### config.mk
export PLATFORM = sky130hd
export DESIGN_NAME = ucode_sequencer_stk
export DESIGN_NICKNAME = d
export VERILOG_FILES = /design/src/rtl/ucode_sequencer_stk.sv
export SDC_FILE = /design/constraint.sdc
export NUM_CORES = 1
export LEC_CHECK = 0
export CAP_MARGIN = 10
export CELL_PAD_IN_SITES_DETAIL_PLACEMENT = 2
export CELL_PAD_IN_SITES_GLOBAL_PLACEMENT = 2
export CORE_MARGIN = 3
export CORE_UTILIZATION = 28
export CTS_CLUSTER_DIAMETER = 60
export DETAILED_ROUTE_END_ITERATION = 12
export GPL_TIMING_DRIVEN = 0
export HOLD_SLACK_MARGIN = 0.12
export PLACE_DENSITY_LB_ADDON = 0.1
export REMOVE_ABC_BUFFERS = 1
export SLEW_MARGIN = 20
export SYNTH_ARGS = -nofsm -noshare
export SYNTH_HDL_FRONTEND = slang
export SYNTH_SLANG_ARGS = --single-unit
### constraint.sdc
create_clock -name clk -period 3.1 [get_ports clk]
set_clock_uncertainty 0.15 [all_clocks]
set_input_delay 0.62 -clock clk [delete_from_list [all_inputs] [get_ports clk]]
set_output_delay 0.62 -clock clk [all_outputs]
set_load 0.01 [all_outputs]
### src/rtl/ucode_sequencer_stk.sv
// ucode_sequencer_stk: microcode sequencer with call stack, loop counter,
// stall and a half-cycle registered control word.
// Optional build macro: UCODE_STACK_GUARD_EN. When it is defined, stack
// overflow and underflow raise a sticky fault and trap to FAULT_UADDR.
// When it is undefined, the stack drops its oldest entry on overflow and
// RET on underflow returns to FETCH_UADDR.
module ucode_sequencer_stk #(
  parameter int unsigned UADDR_W     = 14,
  parameter int unsigned CW_W        = 120,
  parameter int unsigned OFFSET_W    = 7,
  parameter int unsigned NCOND       = 16,
  parameter int unsigned DEPTH       = 4,
  parameter int unsigned FETCH_UADDR = 'h10,
  parameter int unsigned TRAP_UADDR  = 'h20
`ifdef UCODE_STACK_GUARD_EN
  ,
  parameter int unsigned FAULT_UADDR = 'h30
`endif
) (
  input  logic                         clk,
  input  logic                         arst_n,
  input  logic [7:0]                   ir,
  input  logic [CW_W-1:0]              rom_data,
  input  logic [2:0]                   seq_typ,
  input  logic [OFFSET_W-1:0]          seq_offset,
  input  logic [$clog2(NCOND)-1:0]     seq_cond_sel,
  input  logic                         seq_cond_invert,
  input  logic                         seq_escape,
  input  logic [NCOND-1:0]             cond_vec,
  input  logic                         any_interruption,
  input  logic                         stall,
  input  logic                         fault_clr,
  output logic [UADDR_W-1:0]           uaddr,
  output logic [CW_W-1:0]              cw_q,
  output logic [$clog2(DEPTH+1)-1:0]   stk_depth,
  output logic [OFFSET_W-1:0]          loop_cnt,
  output logic                         fault
);

  localparam int unsigned DEPTH_W = $clog2(DEPTH + 1);
  localparam int unsigned IDX_W   = $clog2(DEPTH);
  localparam logic [DEPTH_W-1:0] DEPTH_MAX = DEPTH_W'(DEPTH);

  typedef enum logic [2:0] {
    TYP_JMP   = 3'b000,
    TYP_BR    = 3'b001,
    TYP_END   = 3'b010,
    TYP_DEC   = 3'b011,
    TYP_CALL  = 3'b100,
    TYP_RET   = 3'b101,
    TYP_LOOP  = 3'b110,
    TYP_LDCNT = 3'b111
  } seq_typ_e;

  logic [UADDR_W-1:0]  stk_mem [DEPTH];
  logic [UADDR_W-1:0]  uaddr_nxt;
  logic [UADDR_W-1:0]  uaddr_inc;
  logic [UADDR_W-1:0]  uaddr_tgt;
  logic [UADDR_W-1:0]  ret_addr;
  logic [DEPTH_W-1:0]  depth_nxt;
  logic [OFFSET_W-1:0] loop_nxt;
  logic [IDX_W-1:0]    push_idx;
  logic [IDX_W-1:0]    pop_idx;
  logic                cond;
  logic                stk_full;
  logic                stk_empty;
  logic                push;
  logic                shift;
  logic                fault_set;

  assign cond      = cond_vec[seq_cond_sel] ^ seq_cond_invert;
  assign uaddr_inc = uaddr + UADDR_W'(1);
  assign uaddr_tgt = uaddr + UADDR_W'(seq_offset);
  assign stk_full  = (stk_depth == DEPTH_MAX);
  assign stk_empty = (stk_depth == '0);
  assign push_idx  = IDX_W'(stk_depth);
  assign pop_idx   = IDX_W'(stk_depth - DEPTH_W'(1));
  assign ret_addr  = stk_mem[pop_idx];

  // Next micro-address, stack, loop and fault decisions from the current word
  always_comb begin
    uaddr_nxt = uaddr;
    depth_nxt = stk_depth;
    loop_nxt  = loop_cnt;
    push      = 1'b0;
    shift     = 1'b0;
    fault_set = 1'b0;
    if (!stall) begin
      case (seq_typ_e'(seq_typ))
        TYP_JMP: uaddr_nxt = uaddr_tgt;
        TYP_BR:  uaddr_nxt = cond ? uaddr_tgt : uaddr_inc;
        TYP_END: begin
          uaddr_nxt = any_interruption ? UADDR_W'(TRAP_UADDR) : UADDR_W'(FETCH_UADDR);
          depth_nxt = '0;
        end
        TYP_DEC: uaddr_nxt = (UADDR_W'(ir) << (UADDR_W - 8)) |
                             (UADDR_W'(seq_escape) << (UADDR_W - 10));
        TYP_CALL: begin
`ifdef UCODE_STACK_GUARD_EN
          if (stk_full) begin
            fault_set = 1'b1;
            uaddr_nxt = UADDR_W'(FAULT_UADDR);
          end else begin
            push      = 1'b1;
            depth_nxt = stk_depth + DEPTH_W'(1);
            uaddr_nxt = uaddr_tgt;
          end
`else
          push      = 1'b1;
          shift     = stk_full;
          uaddr_nxt = uaddr_tgt;
          if (!stk_full) depth_nxt = stk_depth + DEPTH_W'(1);
`endif
        end
        TYP_RET: begin
          if (stk_empty) begin
`ifdef UCODE_STACK_GUARD_EN
            fault_set = 1'b1;
            uaddr_nxt = UADDR_W'(FAULT_UADDR);
`else
            uaddr_nxt = UADDR_W'(FETCH_UADDR);
`endif
          end else begin
            depth_nxt = stk_depth - DEPTH_W'(1);
            uaddr_nxt = ret_addr;
          end
        end
        TYP_LOOP: begin
          if (loop_cnt != '0) begin
            loop_nxt  = loop_cnt - OFFSET_W'(1);
            uaddr_nxt = uaddr_tgt;
          end else begin
            uaddr_nxt = uaddr_inc;
          end
        end
        TYP_LDCNT: begin
          loop_nxt  = seq_offset;
          uaddr_nxt = uaddr_inc;
        end
        default: uaddr_nxt = uaddr;
      endcase
    end
  end

  // Sequencer state registers; fault set has priority over clear
  always_ff @(posedge clk or negedge arst_n) begin
    if (!arst_n) begin
      uaddr     <= '0;
      stk_depth <= '0;
      loop_cnt  <= '0;
      fault     <= 1'b0;
    end else begin
      uaddr     <= uaddr_nxt;
      stk_depth <= depth_nxt;
      loop_cnt  <= loop_nxt;
      fault     <= fault_set | (fault & ~(fault_clr & ~stall));
    end
  end

  // Return-address storage; not reset, occupancy tracks validity
  always_ff @(posedge clk) begin
    if (push) begin
      if (shift) begin
        for (int unsigned i = 0; i + 1 < DEPTH; i++) begin
          stk_mem[i] <= stk_mem[i+1];
        end
        stk_mem[DEPTH-1] <= uaddr_inc;
      end else begin
        stk_mem[push_idx] <= uaddr_inc;
      end
    end
  end

  // Control word captured mid-cycle so it is stable across the next posedge
  always_ff @(negedge clk or negedge arst_n) begin
    if (!arst_n) cw_q <= '0;
    else         cw_q <= rom_data;
  end

endmodule
# After elaboration in Yosys (flattened, before gate mapping)
# Memories as Yosys holds them, arrays and structs flattened.
# Cells that the tools add are included.
[word_totals]
mem_count = 1
elab_cells = 63
register_bits = 145
ramBits = 56
[classes]
n_bitwise = 6
n_lt_le_gt_ge = 1
reduce_logical = 9
n_eq_ne = 11
n_mux = 25
addsub = 5
[mem_list]
columns = ["memory", "words", "width", "rd", "rd_ports_with_merged_regs", "wr", "line", "rtl"]
rows = [
  ["stk_mem", 4, 14, 4, 0, 4, "55", "logic [UADDR_W-1:0] stk_mem [DEPTH];"],
]
[ops]
columns = ["cell", "n"]
rows = [
  ["14-bit one-hot mux with 7 select lines", 1],
  ["14-bit two-way mux", 4],
  ["3-bit == test, second input constant", 5],
  ["14-bit by 1-bit adder with 14-bit output, second input constant", 1],
  ["14-bit by 7-bit adder with 14-bit output", 1],
  ["14-bit by 5-bit OR with 14-bit output", 1],
  ["7-bit one-hot mux with 2 select lines", 1],
  ["14-bit OR reduction", 1],
  ["1-bit two-way mux", 12],
  ["3-bit one-hot mux with 3 select lines", 1],
  ["7-bit two-way mux", 1],
  ["7-bit nonzero test", 1],
  ["7-bit by 1-bit subtractor with 7-bit output, second input constant", 1],
  ["3-bit by 2-bit == test with 1-bit output, second input constant", 2],
  ["3-bit zero test", 2],
  ["3-bit two-way mux", 2],
  ["6-bit two-way mux", 1],
  ["2-bit inequality test, second input constant", 3],
  ["4-bit by 5-bit < comparator with 1-bit output, second input constant", 1],
  ["1-bit binary-select mux with 4-bit select", 1],
  ["4-bit AND reduction", 1],
  ["3-bit by 1-bit adder with 3-bit output, second input constant", 1],
  ["3-bit by 1-bit == test with 1-bit output, second input constant", 1],
  ["3-bit AND reduction", 1],
  ["8 further kinds", 10],
]

# Depth between registers and ports, before layout
[logic_depth]
ltp_word = 8
ltp_mapped = 10
ltp_nobuf = 9

==> impl_metrics.tcl <==
set metrics [dict create \
    detail-route-antenna-nets 0 \
    slew_viol_final 0 \
    gp_congestion 0.752 \
    synth_adder_area_share 0.0223 \
    cts_buffers 26 \
    wire_per_inst_um 24.3 \
    cts.sinks 201 \
    path_max_fanout 1 \
    antenna_found_initial 7 \
    die_area_um2 31400 \
    clock_path_buffers 3 \
    cp-start-kind "flip-flop" \
    syn_area_per_cell_um2 12.7 \
    slowest_stage "dfrtn_1" \
    critical_path_class "reg -> out" \
    dpl_cell_area_um2 11700 \
    grt_max_degree 72 \
    cts_tree "built" \
    ys_types 62 \
    grt_first_pass_wirelength_mm 50.1 \
    ys.flop_type "dfrtn_1" \
    totalWireLength_mm 33.8 \
    first_global_vias 7696 \
    worstPathArrival_ns 2.64 \
    post_synth_most_frequent_cells "120 x dfrtn_1, 111 x nand2_1, 56 x edfxtp_1, 43 x o21ai_0, 25 x dfrtp_1" \
    violations "negative setup slack" \
    synth_most_common_cell "dfrtn_1" \
    crit_buf_inv 1 \
    required_ns 2.33 \
    power_density_nw_per_um2 680 \
    synth_seq_cells 201 \
    firstDrtPassIters 4 \
    async_flop_share 0.721 \
    yosys.area.top_type_share 0.366 \
    hold_violations 0 \
    reg2reg_depth 8 \
    synth_edf_count 56 \
    post_synth_and_or_nand_nor_area_fraction 0.111 \
    dp_hpwl_mm 24.6 \
    rows 62 \
    path_clk_slew_ns 0.06 \
    drive_above_1_share 0.226 \
    core_area_um2 28800 \
    tightest_slew_ns 0.822 \
    leakage_nw 5.33 \
    finalSetupViolCount 120 \
    cts-root-buf "clkbuf_16" \
    status "finished with violations" \
    yosysWarningCount 0 \
    initial_core_util 0.285 \
    synth_compound_area_frac 0.105 \
    setup_slack_ns -0.313 \
    synthMuxAreaShare 0.0606 \
    slowest_delay_ns 0.45 \
    yosysSeqAreaShare 0.647 \
    die_x_um 177 \
    yosysTopAreaCell "dfrtn_1" \
    syn_inst 647 \
    vias 6872 \
    rsz0062_at_grt "yes" \
    endpoint_kind "output pin" \
    grt_usage 0.214 \
    clk_latency_ns 0.52 \
    nets 1162 \
    htreeDepth 1 \
    io_pins 310 \
    ir_drop_v 0.000437 \
    synth_top_family_by_area "simple AND/OR/NAND/NOR gates" \
    worst-path-stages 1 \
    relSlewSlack 0.451 \
    fp.dieH_um 177 \
    hold_class "in -> async" \
    total_power_mw 8.71 \
    synthTopCellsByArea "dfrtn_1 37%, edfxtp_1 21%, dfrtp_1 7.6%" \
    synth_area_um2 8200 \
    maxCapViolations 0 \
    postLayoutCellArea_um2 12800 \
    area_growth_pct 56.2 \
    synth-xor-area-share 0.0246 \
    path_cells "buf_6" \
    drcViolationCount 0 \
    crit_family "flip-flops" \
    overflow 0 \
    portBuffers 309 \
    drt_iter0_markers 295 \
    viasPerCell 4.94 \
]
## registers in the layout, indices dropped and copies added (netlist names)
name       count
cw_q         120
stk_mem       56
uaddr         14
loop_cnt       7
stk_depth      3
fault          1
## metal layers
| layer | wire length [µm] | vias to the layer above | part of all wire | global-route usage |
|---|---|---|---|---|
| li1 | - | 3034 | - | - |
| met1 | 12800 | 3522 | 0.38 | 0.251 |
| met2 | 17100 | 261 | 0.50 | 0.373 |
| met3 | 3070 | 51 | 0.091 | 0.0744 |
| met4 | 815 | 4 | 0.024 | 0.0589 |
| met5 | 22 | - | 0.00065 | 0 |
## cell usage in the layout, fill, tap and decap left out, drive strengths merged, types with 11 or more instances in the layout
| cell type | instances |
|---|---|
| mux4 | 16 |
| dfrtn | 120 |
| a221oi | 11 |
| clkdlybuf4s50 | 185 |
| clkbuf | 38 |
| mux2i | 11 |
| dfrtp | 25 |
| a21oi | 23 |
| ha | 13 |
| nor2 | 18 |
| nand3 | 17 |
| o21ai | 44 |
| nor3 | 17 |
| xnor2 | 14 |
| inv | 26 |
| nand2 | 111 |
| edfxtp | 56 |
| buf | 142 |
## stage by stage
step	setup slack (ns)	TNS [ns]	utilization	cells	hold WS, ns
after floorplan	-0.138	-0.737	-	623	0.174
after detailed placement	-2.11	-174.17	0.408	1321	0.386
after global routing	-0.377	-34.39	0.445	1391	0.262
final	-0.313	-30.10	0.445	1391	0.187
after global placement	-6.35	-1078.38	0.404	1316	0.369
after CTS	-0.371	-32.42	0.438	1378	0.220
## path summary, 6_finish.rpt
| check | startpoint | end | slack (ns) |
|---|---|---|---|
| max in group asynchronous | arst_n | cw_q[65] | 0.78 |
| hold / removal | arst_n | stk_depth[2] | 0.19 |
| min in group clk | fault | fault | 0.39 |
| hold reg to reg | fault | fault | 0.39 |
| setup reg to reg | stk_depth[1] | uaddr[13] | 0.19 |
| setup / recovery | cw_q[76] | cw_q[76] | -0.31 |
## cell type report
class | instances | area [µm²]
multi-input combinational | 399 | 2800
antenna | 4 | 10.0
clock inverter | 10 | 62.6
fill | 2883 | 16000
timing repair buffer | 329 | 3240
inverter | 26 | 98.8
sequential | 201 | 5320
clock buffer | 38 | 811
tap | 384 | 480
## power breakdown
| part | switching [mW] | internal, mW |
|---|---|---|
| clock | 1.19 | 1.82 |
| sequential | 0.301 | 2.99 |
| combinational | 1.25 | 1.15 |
## timing repair
item                       in CTS  in global routing
setup endpoints to repair     229                130
hold endpoints to repair       25                  0
cloned                          3                  0
pin swaps                       3                  1
buffers inserted                5                  9
hold buffers                    1                  0
gates resized for setup       607                 23
## cell families after synthesis
kind of cell,after synthesis
simple gates,200
flops,201
xor+xnor,23
mux,29
fa+ha+maj,14
compound gates,130
buf+inv,50
(Power assumes the default switching activity.)
